### src/rtl/turf_command_monitor.sv
// turf_command_monitor: qualifies the TURF command stream with a lock/arming FSM,
// extracts trigger, run-command and firmware-byte fields, queues triggers in a FWFT FIFO
// and keeps trigger/drop/lock-loss statistics.
// Ports: sysclk_i/sysclk_rst_i clock and sync active-high reset; command_i/command_valid_i/
// command_locked_i command stream; clear_i statistics clear; trig_tdata/tvalid/tready AXI4-S
// trigger out; runcmd_o/runcmd_valid_o run-command strobe; fw_tdata/fw_tvalid firmware byte
// strobe; running_o armed indicator; trig_count_o/trig_drop_count_o/lock_loss_count_o statistics.
// Macro TURF_CMD_MON_FW_EN builds firmware-byte extraction; otherwise fw_* are tied 0.
module turf_command_monitor #(
  parameter int ARM_COUNT       = 4,
  parameter int FIFO_DEPTH_LOG2 = 4
) (
  input  logic        sysclk_i,
  input  logic        sysclk_rst_i,
  input  logic [31:0] command_i,
  input  logic        command_valid_i,
  input  logic        command_locked_i,
  input  logic        clear_i,
  output logic [14:0] trig_tdata,
  output logic        trig_tvalid,
  input  logic        trig_tready,
  output logic [1:0]  runcmd_o,
  output logic        runcmd_valid_o,
  output logic [7:0]  fw_tdata,
  output logic        fw_tvalid,
  output logic        running_o,
  output logic [31:0] trig_count_o,
  output logic [15:0] trig_drop_count_o,
  output logic [15:0] lock_loss_count_o
);
  localparam int DEPTH = 1 << FIFO_DEPTH_LOG2;
  localparam int PW    = FIFO_DEPTH_LOG2 + 1;
  typedef enum logic [1:0] {UNLOCKED, ARMING, RUNNING} state_t;
  state_t state_q, state_d;
  logic [7:0] arm_cnt_q, arm_cnt_d;
  logic valid_q, valid_d, clean_q, clean_d, trig_q, trig_d;
  logic [14:0] addr_q, addr_d, push_addr_q, push_addr_d;
  logic [1:0] run_q, run_d, runcmd_q, runcmd_d;
  logic push_q, push_d, runcmd_valid_q, runcmd_valid_d;
  logic dec, lock_loss;
  logic [14:0] mem_q [DEPTH];
  logic [PW-1:0] wr_ptr_q, wr_ptr_d, rd_ptr_q, rd_ptr_d, occ;
  logic empty, full, pop, acc, drop;
  logic [31:0] trig_count_q, trig_count_d, base_trig;
  logic [15:0] drop_count_q, drop_count_d, base_drop, ll_count_q, ll_count_d, base_ll;
  // Input register stage; a command seen while unlocked is never qualified.
  always_comb begin
    valid_d = command_valid_i & command_locked_i;
    clean_d = command_i[23:22] == 2'b00;
    trig_d  = command_i[15];
    addr_d  = command_i[14:0];
    run_d   = command_i[17:16];
  end
  always_comb begin
    state_d   = state_q;
    arm_cnt_d = arm_cnt_q;
    lock_loss = 1'b0;
    case (state_q)
      UNLOCKED: if (command_locked_i) begin
        state_d   = ARMING;
        arm_cnt_d = '0;
      end
      ARMING: if (!command_locked_i) state_d = UNLOCKED;
      else if (valid_q) begin
        arm_cnt_d = clean_q ? arm_cnt_q + 8'd1 : 8'd0;
        if (clean_q && (arm_cnt_q + 8'd1) == 8'(ARM_COUNT)) state_d = RUNNING;
      end
      RUNNING: if (!command_locked_i) begin
        state_d   = UNLOCKED;
        lock_loss = 1'b1;
      end
      default: state_d = UNLOCKED;
    endcase
  end
  // Decode only in RUNNING, so the command that completes arming is not acted on.
  always_comb begin
    dec            = valid_q && state_q == RUNNING;
    push_d         = dec && trig_q;
    push_addr_d    = addr_q;
    runcmd_valid_d = dec && run_q != 2'b00;
    runcmd_d       = runcmd_valid_d ? run_q : 2'b00;
  end
  // A full FIFO still accepts a push when it is popped in the same cycle.
  always_comb begin
    occ      = wr_ptr_q - rd_ptr_q;
    empty    = occ == '0;
    full     = occ == PW'(DEPTH);
    pop      = !empty && trig_tready;
    acc      = push_q && (!full || pop);
    drop     = push_q && full && !pop;
    wr_ptr_d = wr_ptr_q + PW'(acc);
    rd_ptr_d = rd_ptr_q + PW'(pop);
  end
  // Clear and increment in the same cycle leaves the counter at 1.
  always_comb begin
    base_trig    = clear_i ? '0 : trig_count_q;
    base_drop    = clear_i ? '0 : drop_count_q;
    base_ll      = clear_i ? '0 : ll_count_q;
    trig_count_d = base_trig + 32'(acc);
    drop_count_d = (drop && base_drop != 16'hFFFF) ? base_drop + 16'd1 : base_drop;
    ll_count_d   = (lock_loss && base_ll != 16'hFFFF) ? base_ll + 16'd1 : base_ll;
  end
  always_ff @(posedge sysclk_i) begin
    if (sysclk_rst_i) begin
      state_q        <= UNLOCKED;
      arm_cnt_q      <= '0;
      valid_q        <= 1'b0;
      clean_q        <= 1'b0;
      trig_q         <= 1'b0;
      addr_q         <= '0;
      run_q          <= '0;
      push_q         <= 1'b0;
      push_addr_q    <= '0;
      runcmd_q       <= '0;
      runcmd_valid_q <= 1'b0;
      wr_ptr_q       <= '0;
      rd_ptr_q       <= '0;
      trig_count_q   <= '0;
      drop_count_q   <= '0;
      ll_count_q     <= '0;
    end else begin
      state_q        <= state_d;
      arm_cnt_q      <= arm_cnt_d;
      valid_q        <= valid_d;
      clean_q        <= clean_d;
      trig_q         <= trig_d;
      addr_q         <= addr_d;
      run_q          <= run_d;
      push_q         <= push_d;
      push_addr_q    <= push_addr_d;
      runcmd_q       <= runcmd_d;
      runcmd_valid_q <= runcmd_valid_d;
      wr_ptr_q       <= wr_ptr_d;
      rd_ptr_q       <= rd_ptr_d;
      trig_count_q   <= trig_count_d;
      drop_count_q   <= drop_count_d;
      ll_count_q     <= ll_count_d;
    end
  end
  // Storage needs no reset: the pointers alone define what is valid.
  always_ff @(posedge sysclk_i) begin
    if (acc) mem_q[wr_ptr_q[FIFO_DEPTH_LOG2-1:0]] <= push_addr_q;
  end
`ifdef TURF_CMD_MON_FW_EN
  logic fw_flag_q, fw_flag_d, fw_valid_q, fw_valid_d;
  logic [7:0] fw_byte_q, fw_byte_d, fw_data_q, fw_data_d;
  logic unused_bits;
  always_comb begin
    fw_flag_d  = command_i[18];
    fw_byte_d  = command_i[31:24];
    fw_valid_d = dec && fw_flag_q;
    fw_data_d  = fw_valid_d ? fw_byte_q : 8'h00;
  end
  always_ff @(posedge sysclk_i) begin
    if (sysclk_rst_i) begin
      fw_flag_q  <= 1'b0;
      fw_byte_q  <= '0;
      fw_valid_q <= 1'b0;
      fw_data_q  <= '0;
    end else begin
      fw_flag_q  <= fw_flag_d;
      fw_byte_q  <= fw_byte_d;
      fw_valid_q <= fw_valid_d;
      fw_data_q  <= fw_data_d;
    end
  end
  assign fw_tdata    = fw_data_q;
  assign fw_tvalid   = fw_valid_q;
  assign unused_bits = ^command_i[21:19];
`else
  logic unused_bits;
  assign fw_tdata    = 8'h00;
  assign fw_tvalid   = 1'b0;
  assign unused_bits = ^{command_i[31:24], command_i[21:18]};
`endif
  assign trig_tvalid       = !empty;
  assign trig_tdata        = empty ? '0 : mem_q[rd_ptr_q[FIFO_DEPTH_LOG2-1:0]];
  assign runcmd_o          = runcmd_q;
  assign runcmd_valid_o    = runcmd_valid_q;
  assign running_o         = state_q == RUNNING;
  assign trig_count_o      = trig_count_q;
  assign trig_drop_count_o = drop_count_q;
  assign lock_loss_count_o = ll_count_q;
endmodule
### config.mk
export PLATFORM = sky130hd
export DESIGN_NAME = turf_command_monitor
export DESIGN_NICKNAME = d
export VERILOG_FILES = /design/src/rtl/turf_command_monitor.sv
export SDC_FILE = /design/constraint.sdc
export NUM_CORES = 1
export LEC_CHECK = 0
export CAP_MARGIN = 20
export CORE_MARGIN = 1
export CORE_UTILIZATION = 56
export CTS_CLUSTER_SIZE = 10
export DETAILED_ROUTE_END_ITERATION = 8
export GPL_ROUTABILITY_DRIVEN = 0
export PLACE_DENSITY_LB_ADDON = 0.3
export SKIP_CTS_REPAIR_TIMING = 1
export SYNTH_ARGS = -nofsm -noshare
export SYNTH_HDL_FRONTEND = slang
export SYNTH_SLANG_ARGS = --single-unit
### constraint.sdc
create_clock -name sysclk_i -period 10 [get_ports sysclk_i]
set_clock_uncertainty 0.05 [all_clocks]
set_input_delay 1 -clock sysclk_i [delete_from_list [all_inputs] [get_ports sysclk_i]]
set_output_delay 1 -clock sysclk_i [all_outputs]
set_load 0.05 [all_outputs]
==> flow_summary_export.csv <==
group,metric,value,unit
grt,grt_max_degree,63,
drt,routed-wl-met3,2500,um
timing,rsz0062_at_grt,"false",
floorplan,die_w,164,um
clock_network,clk_latency,0.54,ns
timing,finalWorstSetupSlack,5.01,ns
floorplan,num_rows,58,
clock_network,htree_levels,2,
critical_path,max_stage_delay,0.78,ns
place,dpl.hpwl,17700,um
drt,postRouteAntennaNets,0,
drt,wl_per_cell,21.2,um
drt,drc_errors,0,
logic_synthesis,syn_inst,978,
timing,fmax,201,MHz
place,io_buffers,109,
floorplan,fp.dieH,164,um
drt,wl,31300,um
logic_synthesis,yosys_warnings,0,
clock_network,clk_pin_slew_worst_paths,0.06,ns
grt,grt_pass1_wl,48900,um
place,place_ws,5.43,ns
power,peakVddDrop,0.152,mV
final_layout,final_nets,1166,
grt,antenna_found_initial,2,
critical_path,crit_fanout,33,
grt,grt_pass1_vias,8722,
logic_synthesis,synth_top_area_share,49.0,%
timing,relSlewSlack,40.9,%
critical_path,r2r_slack,5.66,ns
timing,setup-tns-final,0,ns
critical_path,cp.buffers_inverters,2,
run,max-cap-violations,0,
outcome,run_status,"complete, no violations",
critical_path,start_kind,"flop",
drt,met2_length,15200,um
drt,via_count,8608,
grt,gr-total-overflow,0,
hold_path,hp-class,"reg2reg",
logic_synthesis,ys_async_sr_fraction,0,%
power,power_leakage,5.45,nW
timing,hold_viol_final,0,
timing,layout_min_cycle_time,4.99,ns
drt,drtIter0Drc,645,
clock_network,cts_sinks,363,
logic_synthesis,yosys-top-cells-count,"240 x edfxtp_1, 123 x dfxtp_1, 84 x nor2_1",
floorplan,dieArea,0.0269,mm2
logic_synthesis,yosysSeqAreaShare,65.8,%
timing,min_period_over_period,49.9,%
timing,setup_viol,0,
drt,first_pass_iters,5,
critical_path,critPathSlowestCell,"dfxtp_4",
logic_synthesis,synth_ff_type,"edfxtp_1",
logic_synthesis,ys_types,67,
clock_network,cts_max_path_buffers,3,
logic_synthesis,syn_area_per_cell,15.0,um2
critical_path,required,8.95,ns
clock_network,cts_tree,"yes",
final_layout,fin_area,0.0173,mm2
clock_network,numCtsBuffers,42,
drt,via_per_inst,5.85,
floorplan,coreArea,0.0255,mm2
final_layout,drive_gt1_share,15.2,%
floorplan,ios,131,
grt,grt_use_total,24.4,%
critical_path,worstSetupEndpointType,"output port",
clock_network,clockRootBuffer,"clkbuf_16",
critical_path,critPathMostFrequentCell,"mux4_2",
final_layout,syn_to_final_growth,18.0,%
power,power_density,201,mW/mm2
logic_synthesis,yosysTopAreaCell,"edfxtp_1",
place,placed_area,0.0161,mm2
critical_path,crit_type,"reg2out",
critical_path,worstPathCellList,"buf_4, mux4_2, mux4_2, nor2b_1, clkdlybuf4s50_1",
critical_path,cp_top_family,"buffers and inverters",
final_layout,n_fill_cell,1740,
logic_synthesis,syn_area,0.0147,mm2
drt,dr.max_layer_used,"met5",
logic_synthesis,synth.most_common_cell,"edfxtp_1",
critical_path,crit_arrival,3.94,ns
timing,slew_violations,0,
logic_synthesis,yosys-top-cells-area,"edfxtp_1 49%, dfxtp_1 17%, mux4_2 11%, nor2b_1 3.1%, nor2_1 2.1%",
drt,wirelength_met1,12700,um
final_layout,final_core_utilization,68.1,%
logic_synthesis,synth_edf_count,240,
timing,worst_pin_slew,0.887,ns
floorplan,start_util,57.7,%
logic_synthesis,ys_ff_latch,363,
path summary, 6_finish.rpt:
path	start	cells after the start	end
setup / recovery	rd_ptr_q[0]	5	trig_tdata[11]
hold / removal	addr_q[2]	1	push_addr_q[2]
setup reg to reg	rd_ptr_q[2]	13	trig_count_o[26]
hold reg to reg	addr_q[2]	1	push_addr_q[2]
cell families after synthesis:
logic type / count (synthesis) / synth area share, %
AOI/OAI and AO/OA: 63 / 2.99
xor gates and xnor gates: 54 / 3.22
adders and majority gates: 15 / 1.28
buffers and inverters: 62 / 2.10
DFF: 363 / 65.8
muxes: 79 / 11.8
other: 1 / 0.0255
and+or+nand+nor: 341 / 12.8
flip-flops by register name (all words and copies together) (netlist names), 5 cells and up:
register	flops
addr_q	15
trig_count_o	32
lock_loss_count_o	16
mem_q	240
push_addr_q	15
rd_ptr_q	5
trig_drop_count_o	16
arm_cnt_q	8
wr_ptr_q	5
cell type report:
| type | instances | area, um2 | share of cell area, % |
|---|---|---|---|
| sequential | 363 | 9670 | 55.8 |
| multi-input combinational | 561 | 4750 | 27.4 |
| timing repair buffer | 132 | 1260 | 7.27 |
| clock buffer | 69 | 1160 | 6.70 |
| tap | 330 | 413 | 2.38 |
| inverter | 13 | 48.8 | 0.281 |
| clock inverter | 3 | 33.8 | 0.195 |
| antenna | 1 | 2.50 | 0.0144 |
where the power goes:
part | switching [W] | internal, W
logic | 0.000285 | 0.000211
clock network | 0.000562 | 0.000790
registers | 0.0000325 | 0.00160
through the flow:
stage,cells,hold WS (ns),power [W]
after floorplan,986,0.356,0.00203
after global placement,1399,0.369,0.00217
after detailed placement,1399,0.375,0.00217
after CTS,1471,0.373,0.00352
after global routing,1471,0.392,0.00359
final,1472,0.369,0.00348
layer usage:
layer | vias to the layer above | GRT usage (%)
li1 | 3931 | -
met1 | 4289 | 31.7
met2 | 329 | 40.6
met3 | 57 | 5.58
met4 | 2 | 8.12
met5 | - | 0
placed cells by master, fill, tap and decap left out, types with 14 or more instances in the layout:
cell | Yosys | final
xnor2_1 | 30 | 30
and3_1 | 14 | 14
nand4_1 | 20 | 20
nand3_1 | 31 | 31
clkbuf_16 | 0 | 42
buf_4 | 15 | 24
clkbuf_1 | 25 | 26
clkdlybuf4s50_1 | 0 | 108
nor2_1 | 84 | 84
mux4_2 | 75 | 75
nand2_1 | 48 | 48
nor2b_1 | 73 | 73
edfxtp_1 | 240 | 240
ha_1 | 15 | 15
dfxtp_1 | 123 | 121
a21oi_1 | 24 | 24
xor2_1 | 24 | 24
(Power assumes the default switching activity.)
